`config.mk`:
```
export PLATFORM = sky130hd
export DESIGN_NAME = ysyx_210238_trap_ctrl
export DESIGN_NICKNAME = d
export VERILOG_FILES = /design/src/rtl/ysyx_210238_trap_ctrl.sv
export SDC_FILE = /design/constraint.sdc
export NUM_CORES = 1
export LEC_CHECK = 0
export ABC_AREA = 0
export CAP_MARGIN = 30
export CELL_PAD_IN_SITES_DETAIL_PLACEMENT = 2
export CELL_PAD_IN_SITES_GLOBAL_PLACEMENT = 2
export CORE_UTILIZATION = 19
export DETAILED_ROUTE_END_ITERATION = 8
export MAX_ROUTING_LAYER = met4
export PLACE_DENSITY_LB_ADDON = 0.1
export REMOVE_ABC_BUFFERS = 1
export SYNTH_ARGS = -nofsm -noshare
export SYNTH_HDL_FRONTEND = slang
export SYNTH_SLANG_ARGS = --single-unit
```
`constraint.sdc`:
```
create_clock -name clk -period 1.8 [get_ports clk]
set_input_delay 0.18 -clock clk [delete_from_list [all_inputs] [get_ports clk]]
set_output_delay 0.18 -clock clk [all_outputs]
set_load 0.005 [all_outputs]
```
`src/rtl/ysyx_210238_trap_ctrl.sv`:
```
// Trap sequencer: writes mepc/mcause/mstatus over the clint CSR port, then redirects the PC.
// Optional macro TRAP_MTVEC_VECTORED_EN enables vectored-mode interrupt targets.
module ysyx_210238_trap_ctrl #(
    parameter int XLEN        = 64,
    parameter int ECALL_CAUSE = 11
) (
    input  logic            clk,
    input  logic            rst_n,
    input  logic            i_inst_valid,
    input  logic            i_ecall,
    input  logic            i_mret,
    input  logic [XLEN-1:0] i_pc,
    input  logic [XLEN-1:0] i_next_pc,
    input  logic            i_cpu_csr_wen,
    input  logic [XLEN-1:0] i_csr_mtvec,
    input  logic [XLEN-1:0] i_csr_mepc,
    input  logic [XLEN-1:0] i_csr_mstatus,
    input  logic            i_global_int_en,
    input  logic            i_mtime_int_en,
    input  logic            i_mtime_int_pend,
    output logic            o_stall,
    output logic            o_redirect,
    output logic [XLEN-1:0] o_redirect_pc,
    output logic            o_clint_csr_wen,
    output logic [11:0]     o_clint_csr_waddr,
    output logic [XLEN-1:0] o_clint_csr_wdata
);

    localparam logic [11:0] ADDR_MSTATUS = 12'h300;
    localparam logic [11:0] ADDR_MEPC    = 12'h341;
    localparam logic [11:0] ADDR_MCAUSE  = 12'h342;

    typedef enum logic [2:0] {
        IDLE,
        W_MEPC,
        W_MCAUSE,
        W_MSTATUS,
        W_MRET,
        JUMP
    } state_t;

    state_t          r_state, w_state_nxt;
    logic [XLEN-1:0] r_epc, r_cause, r_target;
    logic [XLEN-1:0] w_epc_nxt, w_cause_nxt, w_target_nxt;
    logic            w_int_req;
    logic [XLEN-1:0] w_ms_trap, w_ms_mret;
    logic [XLEN-1:0] w_trap_base, w_trap_target;

    assign w_int_req   = i_global_int_en & i_mtime_int_en & i_mtime_int_pend;
    assign w_trap_base = {i_csr_mtvec[XLEN-1:2], 2'b00};

`ifdef TRAP_MTVEC_VECTORED_EN
    always_comb begin
        w_trap_target = w_trap_base;
        if (i_csr_mtvec[1:0] == 2'b01 && r_cause[XLEN-1])
            w_trap_target = w_trap_base + XLEN'({r_cause[5:0], 2'b00});
    end
`else
    logic w_unused_mtvec_mode;
    assign w_unused_mtvec_mode = ^i_csr_mtvec[1:0];
    assign w_trap_target       = w_trap_base;
`endif

    always_comb begin
        w_ms_trap        = i_csr_mstatus;
        w_ms_trap[7]     = i_csr_mstatus[3];
        w_ms_trap[3]     = 1'b0;
        w_ms_trap[12:11] = 2'b11;
        w_ms_mret        = i_csr_mstatus;
        w_ms_mret[3]     = i_csr_mstatus[7];
        w_ms_mret[7]     = 1'b1;
        w_ms_mret[12:11] = 2'b11;
    end

    always_comb begin
        w_state_nxt       = r_state;
        w_epc_nxt         = r_epc;
        w_cause_nxt       = r_cause;
        w_target_nxt      = r_target;
        o_stall           = 1'b0;
        o_redirect        = 1'b0;
        o_redirect_pc     = '0;
        o_clint_csr_wen   = 1'b0;
        o_clint_csr_waddr = '0;
        o_clint_csr_wdata = '0;
        case (r_state)
            IDLE: begin
                if (i_inst_valid) begin
                    if (w_int_req) begin
                        o_stall     = 1'b1;
                        w_epc_nxt   = i_next_pc;
                        w_cause_nxt = {1'b1, {(XLEN-4){1'b0}}, 3'd7};
                        w_state_nxt = W_MEPC;
                    end else if (i_ecall) begin
                        o_stall     = 1'b1;
                        w_epc_nxt   = i_pc;
                        w_cause_nxt = XLEN'(ECALL_CAUSE);
                        w_state_nxt = W_MEPC;
                    end else if (i_mret) begin
                        o_stall     = 1'b1;
                        w_state_nxt = W_MRET;
                    end
                end
            end
            W_MEPC: begin
                o_stall           = 1'b1;
                o_clint_csr_wen   = 1'b1;
                o_clint_csr_waddr = ADDR_MEPC;
                o_clint_csr_wdata = r_epc;
                if (!i_cpu_csr_wen) w_state_nxt = W_MCAUSE;
            end
            W_MCAUSE: begin
                o_stall           = 1'b1;
                o_clint_csr_wen   = 1'b1;
                o_clint_csr_waddr = ADDR_MCAUSE;
                o_clint_csr_wdata = r_cause;
                if (!i_cpu_csr_wen) w_state_nxt = W_MSTATUS;
            end
            W_MSTATUS: begin
                o_stall           = 1'b1;
                o_clint_csr_wen   = 1'b1;
                o_clint_csr_waddr = ADDR_MSTATUS;
                o_clint_csr_wdata = w_ms_trap;
                if (!i_cpu_csr_wen) begin
                    w_target_nxt = w_trap_target;
                    w_state_nxt  = JUMP;
                end
            end
            W_MRET: begin
                o_stall           = 1'b1;
                o_clint_csr_wen   = 1'b1;
                o_clint_csr_waddr = ADDR_MSTATUS;
                o_clint_csr_wdata = w_ms_mret;
                if (!i_cpu_csr_wen) begin
                    w_target_nxt = i_csr_mepc;
                    w_state_nxt  = JUMP;
                end
            end
            JUMP: begin
                o_stall       = 1'b1;
                o_redirect    = 1'b1;
                o_redirect_pc = r_target;
                w_state_nxt   = IDLE;
            end
            default: w_state_nxt = IDLE;
        endcase
        // Outputs are forced quiet while reset is held so no partial write escapes.
        if (!rst_n) begin
            o_stall           = 1'b0;
            o_redirect        = 1'b0;
            o_redirect_pc     = '0;
            o_clint_csr_wen   = 1'b0;
            o_clint_csr_waddr = '0;
            o_clint_csr_wdata = '0;
        end
    end

    always_ff @(posedge clk) begin
        if (!rst_n) begin
            r_state  <= IDLE;
            r_epc    <= '0;
            r_cause  <= '0;
            r_target <= '0;
        end else begin
            r_state  <= w_state_nxt;
            r_epc    <= w_epc_nxt;
            r_cause  <= w_cause_nxt;
            r_target <= w_target_nxt;
        end
    end

endmodule

```
# Word-level counts from Yosys, hierarchy flattened
# Cells that the tools add are included.
# word_totals
reg_bits	195
input_bits	329
# op_classes
n_eq_ne	12
muxes	31
n_bitwise	2
n_reduce_logical	9
# op_table
operator	count
$mux W64	9
$pmux W64 S4	1
$pmux W64 S2	1
$pmux W10 S3	1
$mux W3	7
$mux W12	1
$ne A2 B2 Y1 const B	6
$pmux W3 S4	1
$mux W1	9
$eq A3 B2 Y1 const B	2
$eq A3 B3 Y1 const B	2
$reduce_and A3 Y1	2
$reduce_and A5 Y1	1
$reduce_or A5 Y1	1
$ne A4 B4 Y1 const B	1
$reduce_bool A2 Y1	2
$reduce_or A4 Y1	1
$eq A3 B1 Y1 const B	1
$logic_not A3 Y1	1
$and A1 B1 Y1	2
$pmux W1 S2	1
$reduce_or A2 Y1	1

# Longest topological paths before layout
# Gate-level depths: netlist of the first run.
# logic_depth
word_depth	6
depth_mapped	7
depth_no_buf	5

# Least setup slack after synthesis of the first run
# No wires, ideal clock.
# synth_path
path_kind	register to output
start	register r_state[2]
end	output o_clint_csr_waddr[9]
arrival_ps	1484
slack_ps	136
stages_incl_launch_ff	8
n_path_buf	4
path_cell_list	dfxtp_1 buf_4 buf_2 o21ba_2 o21ai_2 buf_2 inv_1 buf_4
# synth_between
elab_chain_len	4
word_cells_on_any_way	7
classes_between	4 x eq/ne; 2 x mux; 1 x reduce/logical
# synth_lines
element	line	source
start: declaration	42	state_t r_state, w_state_nxt;
start signal: assignment	165	r_state <= w_state_nxt;
$eq A3 B3 Y1 or $eq A3 B2 Y1 (tied branches)	86	case (r_state)
$reduce_or A2 Y1 (no line)	-	
$pmux W10 S3 (*)	86	
$mux W12 (*)	148	if (!rst_n) begin
end: declaration	25	output logic [11:0] o_clint_csr_waddr,
# Mark *: on every way between the ends. The rest lies on a longest branch, timed or not.

# Worst setup path after layout of the first run
# layout_path
start	register r_state[2]
end	output o_clint_csr_wdata[46]
# layout_between
elab_chain_len	3
word_cells_on_any_way	6
classes_between	4 x eq/ne; 2 x mux
# layout_lines
element	line	source
$eq A3 B3 Y1, or another cell as far along	86	
$pmux W64 S4 (*)	86	
$mux W64 (*)	148	
end: declaration	26	output logic [XLEN-1:0] o_clint_csr_wdata
# Marks and branches as above.

==> impl_metrics.tcl, run 1 <==
set metrics [dict create \
    fillers 4487 \
    vias_per_cell 4.83 \
    p_per_area_nw_per_um2 674 \
    hp-start "i_next_pc[52]" \
    gp_congestion 0.774 \
    root_buffer "clkbuf_16" \
    drive_gt1_frac 0.344 \
    slew_headroom 0.557 \
    dieArea_um2 42100 \
    finalSetupTns_ns -55.43 \
    max_freq_mhz 448 \
    cp_slowest_stage_delay_ns 0.40 \
    slew_violations 0 \
    violations "negative setup slack" \
    crit_family "buffers and inverters" \
    crit_path_end_kind "output port" \
    ir_drop_uv 561 \
    hold_buffers 0 \
    setup_violations 263 \
    synthArstFlopShare 0 \
    grt_max_degree 104 \
    cp_cell_sequence "nor3b_4 > buf_12 > buf_12 > buf_6 > clkbuf_16 > o21ai_2 > a21oi_1 > buf_2" \
    overflow 0 \
    status "complete, but fails checks" \
    drt_iter0_drc 343 \
    rsz0062_at_grt "yes" \
    finalNetCount 1987 \
    r2r_setup_slack_ns -0.22 \
    syn_inst 1092 \
    min_path_type "primary input to flip-flop" \
    grt_pass1_wl_um 68800 \
    cts_buffer_depth 2 \
    yosys.area.top_type "dfxtp_1" \
    reg2reg_from "r_state[0]" \
    worstMarginPinSlew_ns 0.665 \
    htreeDepth 4 \
    io-pin-count 472 \
    ant_nets 0 \
    hold_depth 3 \
    yosysSeqAreaShare 0.342 \
    clk_pin_slew_worst_paths_ns 0.06 \
    initial_core_util 0.193 \
    route.detailed.drc 0 \
    synth-seq-cells 134 \
    clkLatencyLatePin_ns 0.44 \
    critPathLaunchType "flip-flop" \
    min_period_ns 2.23 \
    wl_per_cell_um 23.9 \
    cts_tree "built" \
    yosys_most_used_dff "dfxtp_1" \
    critPathKind "flip-flop to output port" \
    path_buf_inv 5 \
    synth_top_area_share 0.342 \
    min_to "r_epc[52]" \
    numCtsBuffers 17 \
    die_y_um 205 \
    drt-total-wl_um 52900 \
    required_ns 1.62 \
    track_usage 0.226 \
    core_um2 40700 \
    syn2layout_area_growth_pct 111 \
    layout_common_cells "clkdlybuf4s50_1, nand2_1, dfxtp_1, a21oi_1, a311oi_1" \
    worstSetupStartpoint "r_state[2]" \
    yosysWarnings 0 \
    antenna_found_initial 12 \
    numPortBuffers 460 \
    synth_cell_type_count 44 \
    slowest_stage "dfxtp_4" \
    first_global_vias 11000 \
    ys_top_cells_by_area "dfxtp_1, nand2_1, a311oi_1, a21oi_1, and2_1" \
    finClkSkew_ns 0.00582 \
    rows 74 \
    dp_hpwl_um 34000 \
    dieWidth_um 205 \
    worstPathArrival_ns 2.05 \
    cellLeakagePower_uw 0.00634 \
    synth_area_um2 7840 \
    r2r-end "r_epc[36]" \
    reg2reg_depth 8 \
    avgSynthCellArea_um2 7.18 \
    cts.sinks 134 \
    firstDrtPassIters 4 \
    p_total_uw 11200 \
    vias 10700 \
    synth_edf_count 0 \
    path_max_fanout 8 \
    maxCapViolCount 0 \
    setup_ws_ns -0.434 \
    post-route-period-util 1.24 \
    layout_commonest_cell "clkdlybuf4s50_1" \
    final_hold_viol_count 0 \
    path_common_cell "buf_12" \
]
## state kept, by name (all words and copies together) (netlist names)
| register | flops |
|---|---|
| r_target | 64 |
| r_state | 3 |
| r_cause | 3 |
| r_epc | 64 |
## worst max path at each step
stage / end / slack, ns / cells past startpoint
2_1_floorplan: o_clint_csr_waddr[6] / -3.05 / 3
3_3_place_gp: o_clint_csr_wdata[44] / -0.43 / 6
3_5_place_dp: o_clint_csr_wdata[44] / -0.47 / 6
4_1_cts: o_clint_csr_wdata[21] / -0.67 / 6
5_1_grt: o_clint_csr_wdata[42] / -0.53 / 8
6_report: o_clint_csr_wdata[46] / -0.43 / 8
## power by group
group | internal [µW] | switching [µW]
sequential | 3280 | 209
combinational | 2380 | 1970
clock | 1920 | 1400
## Yosys cell counts (2+ instances only)
library cell	instances
or2_2	2
buf_4	28
clkbuf_1	55
inv_1	7
a311oi_1	126
nor2b_1	3
a211oi_1	2
and3b_1	3
a21oi_1	129
and2_1	65
dfxtp_1	134
buf_6	8
ha_1	2
o21ai_0	64
a31oi_1	6
buf_2	39
mux2_2	2
nand2_1	321
nor3_1	64
nor3b_1	3
nor2_1	4
nand3_1	3
## worst register-to-register path, cell delays in order (launching register included)
cell	delay, ns
dfxtp_4	0.37
buf_6	0.12
buf_6	0.10
buf_6	0.11
or4b_4	0.54
nor2_4	0.17
buf_12	0.18
clkbuf_16	0.18
a311oi_2	0.09
## routing by layer
layer | global-route usage | wire length [µm] | vias up
li1 | - | - | 5045
met1 | 0.261 | 21700 | 5262
met2 | 0.381 | 26900 | 336
met3 | 0.0735 | 3740 | 40
met4 | 0.0452 | 577 | 0
met5 | - | 0 | -
## cells by family (layout without fill, tap and decap cells)
kind of cell / Yosys count / in the layout / share of synthesized area
DFF: 134 / 134 / 0.342
buffers and inverters: 137 / 707 / 0.0929
xor gates and xnor gates: 1 / 1 / 0.00112
other: 1 / 20 / 0.000478
adders and majority gates: 2 / 2 / 0.00319
muxes: 3 / 3 / 0.00415
and+or+nand+nor: 481 / 481 / 0.279
AOI/OAI and AO/OA: 333 / 333 / 0.277
## stage by stage
stage / instance area, µm² / utilization / cells / setup WS (ns) / hold slack [ns]
2_1_floorplan: 7160 / - / 968 / -3.05 / 0.298
3_3_place_gp: 13600 / 0.335 / 2057 / -0.430 / 0.447
3_5_place_dp: 13600 / 0.335 / 2057 / -0.467 / 0.459
4_1_cts: 14600 / 0.358 / 2115 / -0.667 / 0.287
5_1_grt: 16500 / 0.406 / 2212 / -0.529 / 0.312
6_report: 16500 / 0.406 / 2213 / -0.434 / 0.315
## layout make-up
class                      instances  area, µm²  area share
timing repair buffer             669       7280       0.440
multi-input combinational        827       5330       0.322
sequential                       134       2690       0.163
tap                              532        666      0.0402
clock buffer                      26        469      0.0284
clock inverter                     5       50.0     0.00303
antenna                           13       32.5     0.00197
inverter                           7       28.8     0.00174
## what timing repair did
action,CTS,global route
gates resized for setup,309,568
pin swaps,10,99
setup buffers,21,60
endpoints found under the setup margin,252,263
gates cloned,6,32
No activity file was read; power rests on OpenSTA's default activity.
==> run 2: changes to the inputs <==
--- a/config.mk
+++ b/config.mk
@@ -9,6 +9,7 @@
 export CAP_MARGIN = 30
 export CELL_PAD_IN_SITES_DETAIL_PLACEMENT = 2
 export CELL_PAD_IN_SITES_GLOBAL_PLACEMENT = 2
+export CORE_MARGIN = 8
 export CORE_UTILIZATION = 19
 export DETAILED_ROUTE_END_ITERATION = 8
 export MAX_ROUTING_LAYER = met4
==> run 2 against run 1 <==
Against the previous run:
- the flow still finishes with violations (negative setup slack)
- cell area up 4.0%
- critical path type unchanged
- core utilization rose by 1.5 points
- register-to-register slack got worse by 0.15 ns
- combinational power rose by 6.0%
- largest cell class unchanged
- critical endpoint is now o_clint_csr_wdata[15]
- wire length increased by 9.4%
- clock-buffer cell count shrank 2
- largest power group unchanged
- hold slack got worse by 0.0054 ns
==> impl_metrics.tcl, run 2 (synthesis results as in run 1) <==
set metrics [dict create \
    path_max_fanout 8 \
    crit_path_end_kind "output port" \
    fin_cells 2234 \
    dieWidth_um 219 \
    dpl_cell_area_um2 13600 \
    slew_violations 0 \
    min_path_type "primary input to flip-flop" \
    route.detailed.drc 0 \
    placedCellCount 2054 \
    dieArea_um2 48000 \
    crit_family "buffers and inverters" \
    dp_slack_ns -0.354 \
    worstPathArrival_ns 2.02 \
    cp_slowest_stage_delay_ns 0.37 \
    fillers 4464 \
    layout_common_cells "clkdlybuf4s50_1, nand2_1, dfxtp_1, buf_6, a311oi_1" \
    cts_tree "built" \
    finClkSkew_ns 0.00996 \
    final_hold_viol_count 0 \
    rows 74 \
    die_y_um 219 \
    critPathLaunchType "flip-flop" \
    cp_cell_sequence "buf_6 > nor3b_4 > buf_12 > buf_16 > buf_6 > buf_8 > nand2_1 > a21oi_2 > buf_2" \
    layout_commonest_cell "clkdlybuf4s50_1" \
    critPathKind "flip-flop to output port" \
    numCtsBuffers 17 \
    maxCapViolCount 0 \
    drt-total-wl_um 57900 \
    clk_pin_slew_worst_paths_ns 0.07 \
    core_um2 40800 \
    multi_input_area_um2 5690 \
    htreeDepth 4 \
    ant_nets 0 \
    gp_congestion 0.765 \
    max_freq_mhz 454 \
    cellLeakagePower_uw 0.00676 \
    cts_buffer_depth 2 \
    min_period_ns 2.20 \
    drive_gt1_frac 0.401 \
    first_global_vias 11600 \
    post-route-period-util 1.22 \
    vias_per_cell 4.83 \
    track_usage 0.214 \
    initial_core_util 0.192 \
    numPortBuffers 460 \
    required_ns 1.62 \
    path_buf_inv 6 \
    p_total_uw 12100 \
    syn2layout_area_growth_pct 119 \
    clkLatencyLatePin_ns 0.44 \
    finalSetupTns_ns -60.88 \
    postLayoutCellArea_um2 17200 \
    rsz0062_at_grt "yes" \
    largestRegisters "r_epc x64, r_target x64" \
    wl_per_cell_um 25.9 \
    setup_violations 264 \
    setup_ws_ns -0.403 \
    grt_pass1_wl_um 75700 \
    status "complete, but fails checks" \
    r2r_setup_slack_ns -0.37 \
    ir_drop_uv 369 \
    overflow 0 \
    p_per_area_nw_per_um2 703 \
    firstDrtPassIters 4 \
    root_buffer "clkbuf_16" \
    violations "negative setup slack" \
    cts.sinks 134 \
    slowest_stage "dfxtp_4" \
    seqCellArea_um2 2690 \
    path_common_cell "buf_6" \
    vias 10800 \
    finalNetCount 1993 \
    io-pin-count 472 \
    dp_hpwl_um 36600 \
    grt_max_degree 69 \
    drt_iter0_drc 337 \
    antenna_found_initial 24 \
]
## run 2: cell count changes in the layout (fill, tap and decap cells not counted), sizes merged
cell | previous run | this run
dlymetal6s2s | 2 | 0
clkbuf | 72 | 45
bufinv | 1 | 4
clkinvlp | 0 | 1
buf | 296 | 327
diode | 13 | 27
clkinv | 4 | 3
bufbuf | 0 | 1
nand2 | 322 | 323
## run 2: layout make-up
type                       count  area share
timing repair buffer         674       0.431
antenna                       27     0.00392
clock buffer                  24      0.0291
sequential                   134       0.156
clock inverter                 8     0.00829
multi-input combinational    828       0.330
inverter                       7     0.00182
tap                          532      0.0387
## run 2: worst paths after layout
check | cells past startpoint | start | end
setup / recovery | 9 | r_state[2] | o_clint_csr_wdata[15]
hold / removal | 3 | i_csr_mepc[1] | r_target[1]
setup reg to reg | 10 | r_state[0] | r_target[31]
hold reg to reg | 2 | r_cause[2] | r_cause[2]
## run 2: power by group
part           internal [µW]  total, µW  switching [µW]  leakage (µW)
clock                   2500       3980            1480      0.000316
combinational           2470       4600            2130       0.00534
sequential              3270       3530             256       0.00110
## run 2: layer usage
layer | share of wire | GRT usage | wire length (µm)
met1 | 0.41 | 0.251 | 23800
met2 | 0.50 | 0.349 | 29000
met3 | 0.070 | 0.0738 | 4060
met4 | 0.018 | 0.0554 | 1030
met5 | 0 | - | 0
## run 2: worst register-to-register path, delay by kind of cell, from the launching register on
kind / cells / cell delay [ns]
buf+inv: 7 / 0.95
simple gates: 2 / 0.61
flops: 1 / 0.37
compound gates: 1 / 0.10
## run 2: repair_timing
item                                    4_1_cts  5_1_grt
gates resized for setup                     589      513
buffers inserted                             43       60
hold buffers                                  0        0
pin swaps                                    23      102
endpoints found under the setup margin      263      265
hold endpoints to repair                      0        0
cloned                                       14       25
## run 2: through the flow
stage,util,hold slack [ns]
CTS,0.369,0.285
global route,0.421,0.302
global placement,0.332,0.479
finish,0.422,0.310
detailed placement,0.332,0.484
floorplan,-,0.298
==> run 3: changes to the inputs <==
--- a/config.mk
+++ b/config.mk
@@ -5,16 +5,17 @@
 export SDC_FILE = /design/constraint.sdc
 export NUM_CORES = 1
 export LEC_CHECK = 0
-export ABC_AREA = 0
+export ABC_AREA = 1
 export CAP_MARGIN = 30
 export CELL_PAD_IN_SITES_DETAIL_PLACEMENT = 2
 export CELL_PAD_IN_SITES_GLOBAL_PLACEMENT = 2
 export CORE_MARGIN = 8
-export CORE_UTILIZATION = 19
+export CORE_UTILIZATION = 18
 export DETAILED_ROUTE_END_ITERATION = 8
 export MAX_ROUTING_LAYER = met4
 export PLACE_DENSITY_LB_ADDON = 0.1
 export REMOVE_ABC_BUFFERS = 1
+export SETUP_SLACK_MARGIN = 0.02
 export SYNTH_ARGS = -nofsm -noshare
 export SYNTH_HDL_FRONTEND = slang
 export SYNTH_SLANG_ARGS = --single-unit
==> run 3 against run 2 <==
Against the previous run:
- sequential power rose by 9.3%
- flip-flop and latch count did not move
- synthesized cell count rose by 17%
- register-to-register slack improved by 0.12 ns
- critical path type unchanged
- global-route usage fell by 2.4 points
- total power rose by 44%
- the run still ends with negative setup slack left
==> impl_metrics.tcl, run 3 <==
set metrics [dict create \
    post-route-period-util 1.21 \
    numCtsBuffers 17 \
    final_hold_viol_count 0 \
    crit_family "buffers and inverters" \
    setup_ws_ns -0.375 \
    worstMarginPinSlew_ns 1.02 \
    numPortBuffers 460 \
    ir_drop_uv 428 \
    maxCapViolCount 0 \
    drive_gt1_frac 0.347 \
    cts.sinks 134 \
    worstSetupStartpoint "r_state[0]" \
    overflow 0 \
    layout_common_cells "clkdlybuf4s50_1, nand2_1, inv_1, dfxtp_1, a21oi_1" \
    synth_area_um2 7730 \
    yosys.area.top_type "dfxtp_1" \
    critPathKind "flip-flop to output port" \
    clkLatencyLatePin_ns 0.44 \
    syn2layout_area_growth_pct 114 \
    cts_buffer_depth 2 \
    synth_cell_type_count 26 \
    syn_inst 1275 \
    slew_violations 0 \
    finalNetCount 2165 \
    grt_max_degree 62 \
    rows 76 \
    setup_violations 197 \
    violations "negative setup slack" \
    slowest_stage "dfxtp_4" \
    synth.most_common_cell "nand2_1" \
    avgSynthCellArea_um2 6.06 \
    hold_buffers 0 \
    yosysSeqAreaShare 0.347 \
    min_path_type "primary input to flip-flop" \
    layout_commonest_cell "clkdlybuf4s50_1" \
    route.detailed.drc 0 \
    min_period_ns 2.17 \
    finalSetupTns_ns -33.64 \
    p_per_area_nw_per_um2 1050 \
    finClkSkew_ns 0.0105 \
    hp-start "rst_n" \
    grt_pass1_wl_um 70500 \
    cts_tree "built" \
    critPathLaunchType "flip-flop" \
    post-route-util 0.388 \
    crit_path_end_kind "output port" \
    r2r_setup_slack_ns -0.25 \
    root_buffer "clkbuf_16" \
    antenna_found_initial 25 \
    dieWidth_um 223 \
    reg2reg_from "r_state[0]" \
    wl_per_cell_um 21.6 \
    path_max_fanout 8 \
    fin_cells 2417 \
    worstPathArrival_ns 1.99 \
    track_usage 0.190 \
    firstDrtPassIters 4 \
    initial_core_util 0.181 \
    vias 10700 \
    gp_congestion 0.790 \
    cp_cell_sequence "nor2_4 > nand2_8 > nand2_8 > buf_12 > buf_16 > buf_6 > buf_8 > buf_4 > a22oi_2 > nor2_1 > buf_2" \
    largestRegisters "r_epc x64, r_target x64" \
    path_common_cell "nand2_8" \
    drt_iter0_drc 326 \
    status "complete, but fails checks" \
    max_freq_mhz 460 \
    placedCellCount 2246 \
    ant_nets 0 \
    dieArea_um2 49800 \
    drt-total-wl_um 52200 \
    synth_top_area_share 0.347 \
    cellLeakagePower_uw 0.00723 \
    ys_top_cells_by_count "nand2_1, inv_1, a21oi_1, dfxtp_1, nor2_1" \
    synthArstFlopShare 0 \
    slew_headroom 0.319 \
    synth_edf_count 0 \
    rsz0062_at_grt "yes" \
    p_total_uw 17400 \
    required_ns 1.62 \
    cp_slowest_stage_delay_ns 0.41 \
    die_y_um 223 \
    ys_top_cells_by_area "dfxtp_1, nand2_1, a21oi_1, inv_1, nor2_1" \
    yosysWarnings 0 \
    synth-seq-cells 134 \
    yosys_most_used_dff "dfxtp_1" \
    first_global_vias 11400 \
    dp_hpwl_um 35100 \
    path_buf_inv 6 \
    vias_per_cell 4.45 \
    core_um2 42700 \
    htreeDepth 4 \
    clk_pin_slew_worst_paths_ns 0.06 \
    io-pin-count 472 \
]
## run 3: cell families (layout without fill, tap and decap cells)
family                   Yosys count  after routing  share of synthesized area
adder cells (fa/ha/maj)            2              2                    0.00324
AO/OA/AOI/OAI                    326            326                      0.231
AND/OR/NAND/NOR                  563            564                      0.279
flip-flops                       134            134                      0.347
other                              1             32                   0.000485
buffers and inverters            249            813                      0.140
## run 3: final cells by class
cell class / count / area, µm²
Antenna cell: 25 / 62.6
Fill cell: 4854 / 26200
Tap cell: 546 / 683
Inverter: 145 / 574
Timing Repair Buffer: 637 / 6460
Clock buffer: 23 / 488
Multi-Input combinational cell: 899 / 5510
Clock inverter: 8 / 73.8
Sequential cell: 134 / 2690
## run 3: repair_timing
item,in CTS,in global routing
resized for setup,492,583
endpoints found under the setup margin,186,242
setup buffers,41,59
pin swaps,20,109
gates cloned,8,20
## run 3: tightest hold or removal path, stage by stage
cell and delay (ns):
buf_2 0.16, o21ai_1 0.09, a21oi_1 0.05
## run 3: per-stage QoR
| step | hold slack [ns] | setup WS (ns) | instance area, µm² |
|---|---|---|---|
| finish | 0.111 | -0.375 | 16500 |
| global route | 0.134 | -0.459 | 16500 |
| CTS | 0.0862 | -0.434 | 14400 |
| detailed placement | 0.449 | -0.214 | 13200 |
| global placement | 0.440 | -0.166 | 13200 |
| floorplan | 0.298 | -2.99 | 7220 |
## run 3: per-layer routing
metal | track usage | vias to the layer above | wire, µm
met5 | - | - | 0
met2 | 0.323 | 327 | 26700
met3 | 0.0692 | 60 | 3800
met4 | 0.0550 | 0 | 1090
li1 | - | 5165 | -
met1 | 0.207 | 5196 | 20600
## run 3: worst paths after layout
path,to,cells past startpoint
max,o_clint_csr_wdata[23],11
min,r_target[9],3
max reg2reg,r_target[20],14
min reg2reg,r_target[5],2
## run 3: power breakdown
group	switching, µW	internal [µW]	total, µW
sequential	334	3530	3860
clock	1420	2030	3450
combinational	5120	4950	10100
total	6880	10500	17400
